File: src/rtl/vector_write_back_controller_pkg.sv
// Shared encodings, FSM states and helpers for the vector write-back controller.
package vector_write_back_controller_pkg;

  // Request codes driven to the vector register file
  localparam logic [1:0] VECTOR_RF_NOP   = 2'd0;
  localparam logic [1:0] VECTOR_RF_WRITE = 2'd2;

  // Status codes returned by the vector register file
  localparam logic [1:0] RF_NOP      = 2'd0;
  localparam logic [1:0] RF_FINISHED = 2'd1;

  // Element width encodings
  localparam logic [2:0] ONE_BYTE   = 3'd0;
  localparam logic [2:0] TWO_BYTE   = 3'd1;
  localparam logic [2:0] FOUR_BYTE  = 3'd2;
  localparam logic [2:0] EIGHT_BYTE = 3'd3;

  typedef enum logic {ST_IDLE, ST_ISSUE} wb_state_e;

  function automatic logic dtype_legal(input logic [2:0] dt);
    return (dt == ONE_BYTE) || (dt == TWO_BYTE) || (dt == FOUR_BYTE) || (dt == EIGHT_BYTE);
  endfunction

  // Number of elements of width dt that fit in a vlen-bit register
  function automatic int unsigned lane_count(input logic [2:0] dt, input int unsigned vlen);
    case (dt)
      ONE_BYTE:   return vlen / 8;
      TWO_BYTE:   return vlen / 16;
      FOUR_BYTE:  return vlen / 32;
      EIGHT_BYTE: return vlen / 64;
      default:    return 0;
    endcase
  endfunction

endpackage

File: src/rtl/vector_write_back_controller_wb_fifo.sv
// Two-entry FIFO with 1-bit wrapping pointers and per-slot valid bits.
// Slots are exported so the owner can scan them for hazards.
module wb_fifo #(
  parameter int W = 8
) (
  input  logic              clk,
  input  logic              rst,
  input  logic              en,
  input  logic              push,
  input  logic              pop,
  input  logic [W-1:0]      din,
  output logic [W-1:0]      head,
  output logic [W-1:0]      head_nxt,
  output logic [1:0]        slot_vld,
  output logic [1:0][W-1:0] slot_mem,
  output logic              full,
  output logic              empty
);

  logic [1:0][W-1:0] mem;
  logic [1:0]        vld;
  logic              wr_ptr, rd_ptr;

  assign full     = &vld;
  assign empty    = ~|vld;
  assign head     = mem[rd_ptr];
  assign head_nxt = mem[~rd_ptr];
  assign slot_vld = vld;
  assign slot_mem = mem;

  // Push/pop bookkeeping; everything holds while en is low
  always_ff @(posedge clk) begin
    if (rst) begin
      vld    <= '0;
      wr_ptr <= 1'b0;
      rd_ptr <= 1'b0;
    end else if (en) begin
      if (push && !full) begin
        mem[wr_ptr] <= din;
        vld[wr_ptr] <= 1'b1;
        wr_ptr      <= ~wr_ptr;
      end
      if (pop && !empty) begin
        vld[rd_ptr] <= 1'b0;
        rd_ptr      <= ~rd_ptr;
      end
    end
  end

endmodule

File: src/rtl/vector_write_back_controller.sv
// Buffers vector results and writes them back to the VRF one at a time.
// An entry stays in the FIFO until the VRF reports it finished, so the FIFO
// head is always the entry currently being issued.
module vector_write_back_controller
  import vector_write_back_controller_pkg::*;
#(
  parameter int DATA_LEN    = 32,
  parameter int VECTOR_SIZE = 8
) (
  input  logic                            clk,
  input  logic                            rst,
  input  logic                            rdy_in,
  input  logic                            in_valid,
  output logic                            in_ready,
  input  logic [4:0]                      in_rd,
  input  logic                            in_vm,
  input  logic [VECTOR_SIZE*DATA_LEN-1:0] in_mask,
  input  logic [VECTOR_SIZE*DATA_LEN-1:0] in_data,
  input  logic [DATA_LEN-1:0]             in_length,
  input  logic [2:0]                      in_data_type,
  output logic [1:0]                      rf_signal,
  output logic [4:0]                      rd,
  output logic                            vm,
  output logic [VECTOR_SIZE*DATA_LEN-1:0] mask,
  output logic [VECTOR_SIZE*DATA_LEN-1:0] data,
  output logic [DATA_LEN-1:0]             length,
  output logic [2:0]                      data_type,
  output logic                            write_back_enabled,
  input  logic [1:0]                      rf_status,
  output logic                            wb_done,
  output logic [4:0]                      wb_rd,
  output logic                            wb_err,
  input  logic [4:0]                      query_reg,
  output logic                            query_pending
);

  localparam int VLEN = VECTOR_SIZE * DATA_LEN;

  typedef struct packed {
    logic [4:0]          rd;
    logic                vm;
    logic [VLEN-1:0]     mask;
    logic [VLEN-1:0]     data;
    logic [DATA_LEN-1:0] length;
    logic [2:0]          data_type;
  } wb_entry_t;

  localparam int EW = $bits(wb_entry_t);

  wb_state_e          state, state_nxt;
  wb_entry_t          iss, load_entry, in_entry, head, head_nxt;
  wb_entry_t [1:0]    slots;
  logic [1:0][EW-1:0] slot_mem;
  logic [1:0]         slot_vld;
  logic               fifo_full, fifo_empty;
  logic               fire, legal, push, commit, load;
  logic [DATA_LEN-1:0] lanes;

  assign in_ready = rdy_in && !fifo_full && !rst;
  assign fire     = in_valid && in_ready;
  assign legal    = dtype_legal(in_data_type);
  assign push     = fire && legal;
  assign commit   = (state == ST_ISSUE) && (rf_status == RF_FINISHED) && rdy_in;

  // Clamp requested length to the register's element count
  assign lanes = DATA_LEN'(lane_count(in_data_type, VLEN));
  always_comb begin
    in_entry           = '0;
    in_entry.rd        = in_rd;
    in_entry.vm        = in_vm;
    in_entry.mask      = in_mask;
    in_entry.data      = in_data;
    in_entry.length    = (in_length > lanes) ? lanes : in_length;
    in_entry.data_type = in_data_type;
  end

  wb_fifo #(.W(EW)) u_fifo (
    .clk      (clk),
    .rst      (rst),
    .en       (rdy_in),
    .push     (push),
    .pop      (commit),
    .din      (in_entry),
    .head     (head),
    .head_nxt (head_nxt),
    .slot_vld (slot_vld),
    .slot_mem (slot_mem),
    .full     (fifo_full),
    .empty    (fifo_empty)
  );

  assign slots = slot_mem;

  // State register; frozen while rdy_in is low
  always_ff @(posedge clk) begin
    if (rst)         state <= ST_IDLE;
    else if (rdy_in) state <= state_nxt;
  end

  // Next state, issue-register load selection and VRF-side controls.
  // On commit the next entry is either the second FIFO slot or, when the
  // FIFO held only the committing entry, the one being pushed right now.
  always_comb begin
    state_nxt          = state;
    load               = 1'b0;
    load_entry         = head;
    rf_signal          = VECTOR_RF_NOP;
    write_back_enabled = 1'b0;
    case (state)
      ST_IDLE: begin
        if (!fifo_empty) begin
          state_nxt = ST_ISSUE;
          load      = 1'b1;
        end
      end
      ST_ISSUE: begin
        rf_signal          = VECTOR_RF_WRITE;
        write_back_enabled = (rf_status != RF_FINISHED);
        if (commit) begin
          if (fifo_full) begin
            load       = 1'b1;
            load_entry = head_nxt;
          end else if (push) begin
            load       = 1'b1;
            load_entry = in_entry;
          end else begin
            state_nxt = ST_IDLE;
          end
        end
      end
      default: state_nxt = ST_IDLE;
    endcase
  end

  // Issue registers; they keep their contents in IDLE
  always_ff @(posedge clk) begin
    if (rst)                 iss <= '0;
    else if (rdy_in && load) iss <= load_entry;
  end

  assign rd        = iss.rd;
  assign vm        = iss.vm;
  assign mask      = iss.mask;
  assign data      = iss.data;
  assign length    = iss.length;
  assign data_type = iss.data_type;

  // Completion and error pulses, one cycle each
  always_ff @(posedge clk) begin
    if (rst) begin
      wb_done <= 1'b0;
      wb_err  <= 1'b0;
      wb_rd   <= '0;
    end else begin
      wb_done <= commit;
      wb_err  <= fire && !legal;
      if (commit) wb_rd <= iss.rd;
    end
  end

  // Hazard lookup against queued and in-flight destinations
  always_comb begin
    query_pending = (state == ST_ISSUE) && (iss.rd == query_reg);
    for (int i = 0; i < 2; i++)
      if (slot_vld[i] && (slots[i].rd == query_reg)) query_pending = 1'b1;
  end

endmodule

File: config.mk
export PLATFORM = sky130hd
export DESIGN_NAME = vector_write_back_controller
export DESIGN_NICKNAME = d
export VERILOG_FILES = /design/src/rtl/vector_write_back_controller_pkg.sv /design/src/rtl/vector_write_back_controller_wb_fifo.sv /design/src/rtl/vector_write_back_controller.sv
export SDC_FILE = /design/constraint.sdc
export NUM_CORES = 2
export LEC_CHECK = 0
export BUFFER_PORTS_ARGS = -buffer_cell sky130_fd_sc_hd__buf_4
export CAP_MARGIN = 10
export CORE_AREA = 2 2 434 436
export DETAILED_ROUTE_END_ITERATION = 6
export DIE_AREA = 0 0 436 438
export PLACE_DENSITY = 0.68
export SYNTH_ARGS = -nofsm -noshare
export SYNTH_HDL_FRONTEND = slang
export SYNTH_HIERARCHICAL = 1
export SYNTH_SLANG_ARGS = --single-unit
File: constraint.sdc
create_clock -name clk -period 43.3 [get_ports clk]
set_input_delay 6.495 -clock clk [delete_from_list [all_inputs] [get_ports clk]]
set_output_delay 6.495 -clock clk [all_outputs]
set_load 0.005 [all_outputs]
==> run_results.csv <==
group,metric,value,unit
placement,hpwl,146,mm
clocking,clock_latency,0.85,ns
logic_synthesis,ys_ff_latch,1671,
grt,grtUsageTotal,0.235,
logic_synthesis,async_reset_ff_frac,0,
placement,place_congestion,0.888,
detailed_routing,wl_per_cell,25.2,µm
die,ioPinCount,1129,
detailed_routing,dr.pass1.iters,5,
timing,hold_violations,0,
status,status,"finished, final reports clean",
clocking,ctsLongestPathBuffers,3,
logic_synthesis,syn_inst,5834,
timing,skew,0.0440,ns
finish,multiInputGateArea,29000,µm²
setup_path,required,36.81,ns
finish,stdcell_area,92000,µm²
logic_synthesis,yosysTopAreaCell,"edfxtp_1",
grt,grt_pass1_wl,346,mm
grt,grt_overflow,0,
detailed_routing,drtIter0Drc,4602,
power_and_ir_drop,total_power,3.36,mW
setup_path,worst_setup_path_end_kind,"primary output",
logic_synthesis,synth.most_common_cell,"edfxtp_1",
timing,maxSlewHeadroom,0.134,
clocking,ctsResizeCount,0,
finish,fin_nets,7291,
detailed_routing,drt-met1-wl,94.9,mm
power_and_ir_drop,power_density,36.5,nW/µm²
timing,min_period,14.01,ns
finish,regArea,44500,µm²
die,start_util,0.408,
timing,fmax,71.4,MHz
die,die-area,191000,µm²
die,core,187000,µm²
finish,final_layout_size_suffix_gt1_frac,0.377,
clocking,cts.sinks,1671,
logic_synthesis,yosysWarnings,6,
finish,fill_cells,16300,
die,die_h,438,µm
placement,dp_slack,29.29,ns
clocking,cts_buffers,180,
detailed_routing,routed_via_density,5.76,
logic_synthesis,netlist_top_cells_area,"edfxtp_1 44%, dfxtp_1 15%, mux2_2 13%, mux2_4 3.9%, o221ai_1 3.8%",
clocking,root_buffer,"clkbuf_16",
job,cap_violations,0,
logic_synthesis,ys_types,62,
logic_synthesis,syn-cell-area,76100,µm²
min_path,hold_class,"reg2reg",
timing,worst_hold_slack,0.450,ns
placement,placed_area,86000,µm²
detailed_routing,wl_met2,111,mm
logic_synthesis,syn-mean-instance-area,13.1,µm²
placement,place_inst,9036,
logic_synthesis,synth_seq_area_share,0.585,
detailed_routing,met3_length,18.2,mm
grt,first_global_vias,53200,
grt,antenna_found_initial,64,
clocking,cts.clk_slew.worst_paths,0.06,ns
placement,port_buffers,1127,
timing,layout_setup_ws,29.29,ns
detailed_routing,num_vias,54300,
timing,tns,0,ns
power_and_ir_drop,leakage,31.1,nW
die,rows,159,
setup_path,start_kind,"input pin",
grt,grt_max_degree,167,
timing,rsz0062_at_grt,"false",
clocking,postCtsHoldBufs,0,
setup_path,path_class,"in2out",
logic_synthesis,synth_edf_count,1106,
die,die_x,436,µm
logic_synthesis,synth_top_area_share,0.436,
detailed_routing,final_antenna_net_count,0,
timing,finalMaxSlewViolations,0,
power_and_ir_drop,ir_worst_vdd,38.3,µV
finish,fin_cells,9429,
detailed_routing,routed_wl,237,mm
timing,setup_viol,0,
finish,area_growth,20.9,%
setup_path,crit_arrival,7.51,ns
logic_synthesis,synth_top_cells_by_count,"1106 x edfxtp_1, 908 x mux2_2, 629 x nand2_1",
detailed_routing,drc,0,
timing,worstMarginPinSlew,1.30,ns
detailed_routing,routed.top_layer,"met5",
clocking,post-cts-setup-buffer-count,0,
logic_synthesis,synthFlopType,"edfxtp_1",
finish,final_util,0.493,
setup_path,path_max_fanout,136,
clocking,cts_tree,"yes",
clocking,h-tree-depth,4,
timing,period_share,0.323,
setup_path,ff2ff_setup_slack,36.79,ns
[critical path, cell delays in order]
cell     delay (ns)
buf_8          0.71
nor3b_1        0.10
buf_4          0.18
[path summary, 6_finish.rpt]
path,startpoint,end,cells after the start
setup / recovery,rst,in_ready,3
hold / removal,data[74],data[74],2
setup reg to reg,u_fifo/rd_ptr,mask[30],9
hold reg to reg,data[74],data[74],2
[where the power goes]
group	internal [mW]	switching, mW
Clock	0.873	0.659
Combinational	0.0550	0.0602
Sequential	1.71	0.00497
[routing by layer]
metal,GRT usage,vias to the layer above
met3,0.0596,514
met5,0,-
met1,0.297,27300
met4,0.138,22
li1,-,24500
met2,0.363,2036
[final cells by class]
cell class / instances / area share
tap: 2495 / 0.0339
timing repair buffer: 1204 / 0.100
sequential: 1671 / 0.484
clock inverter: 61 / 0.00776
clock buffer: 275 / 0.0567
antenna: 57 / 0.00155
inverter: 13 / 0.000639
multi-input combinational: 3653 / 0.315
[flip-flops by register name, summed over array words and instances (netlist names), 2 cells and up]
signal	cells
rd	5
wb_rd	5
length	32
data_type	3
data	256
mask	256
u_fifo/slot_vld	2
u_fifo/slot_mem	1106
[logic make-up after synthesis]
logic type               share of synthesized area
flip-flops                                   0.585
other                                    0.0000493
XOR/XNOR                                   0.00184
buffers and inverters                       0.0373
adder cells (fa/ha/maj)                   0.000657
multiplexers                                 0.174
AO/OA/AOI/OAI                                0.154
AND/OR/NAND/NOR                             0.0473
[cell usage in the layout, fill, tap and decap left out, types with 9 or more instances in the layout]
master / instances
nand2_1: 628
edfxtp_1: 1106
a21o_1: 93
mux2_2: 908
diode_2: 57
a311oi_1: 92
clkbuf_1: 62
mux2_4: 200
dfxtp_1: 564
clkbuf_8: 31
clkbuf_16: 182
o221ai_1: 329
buf_4: 1189
o22ai_1: 93
nand3_1: 10
clkinv_2: 21
clkinv_1: 12
nor4_1: 9
o22a_1: 329
o21ai_0: 12
conb_1: 53
a211oi_1: 97
a21oi_1: 522
inv_1: 10
nor3_1: 29
xor2_1: 12
nor2b_1: 93
buf_12: 14
a221oi_1: 31
nor2_1: 51
Power figures use the tool's default switching activity.
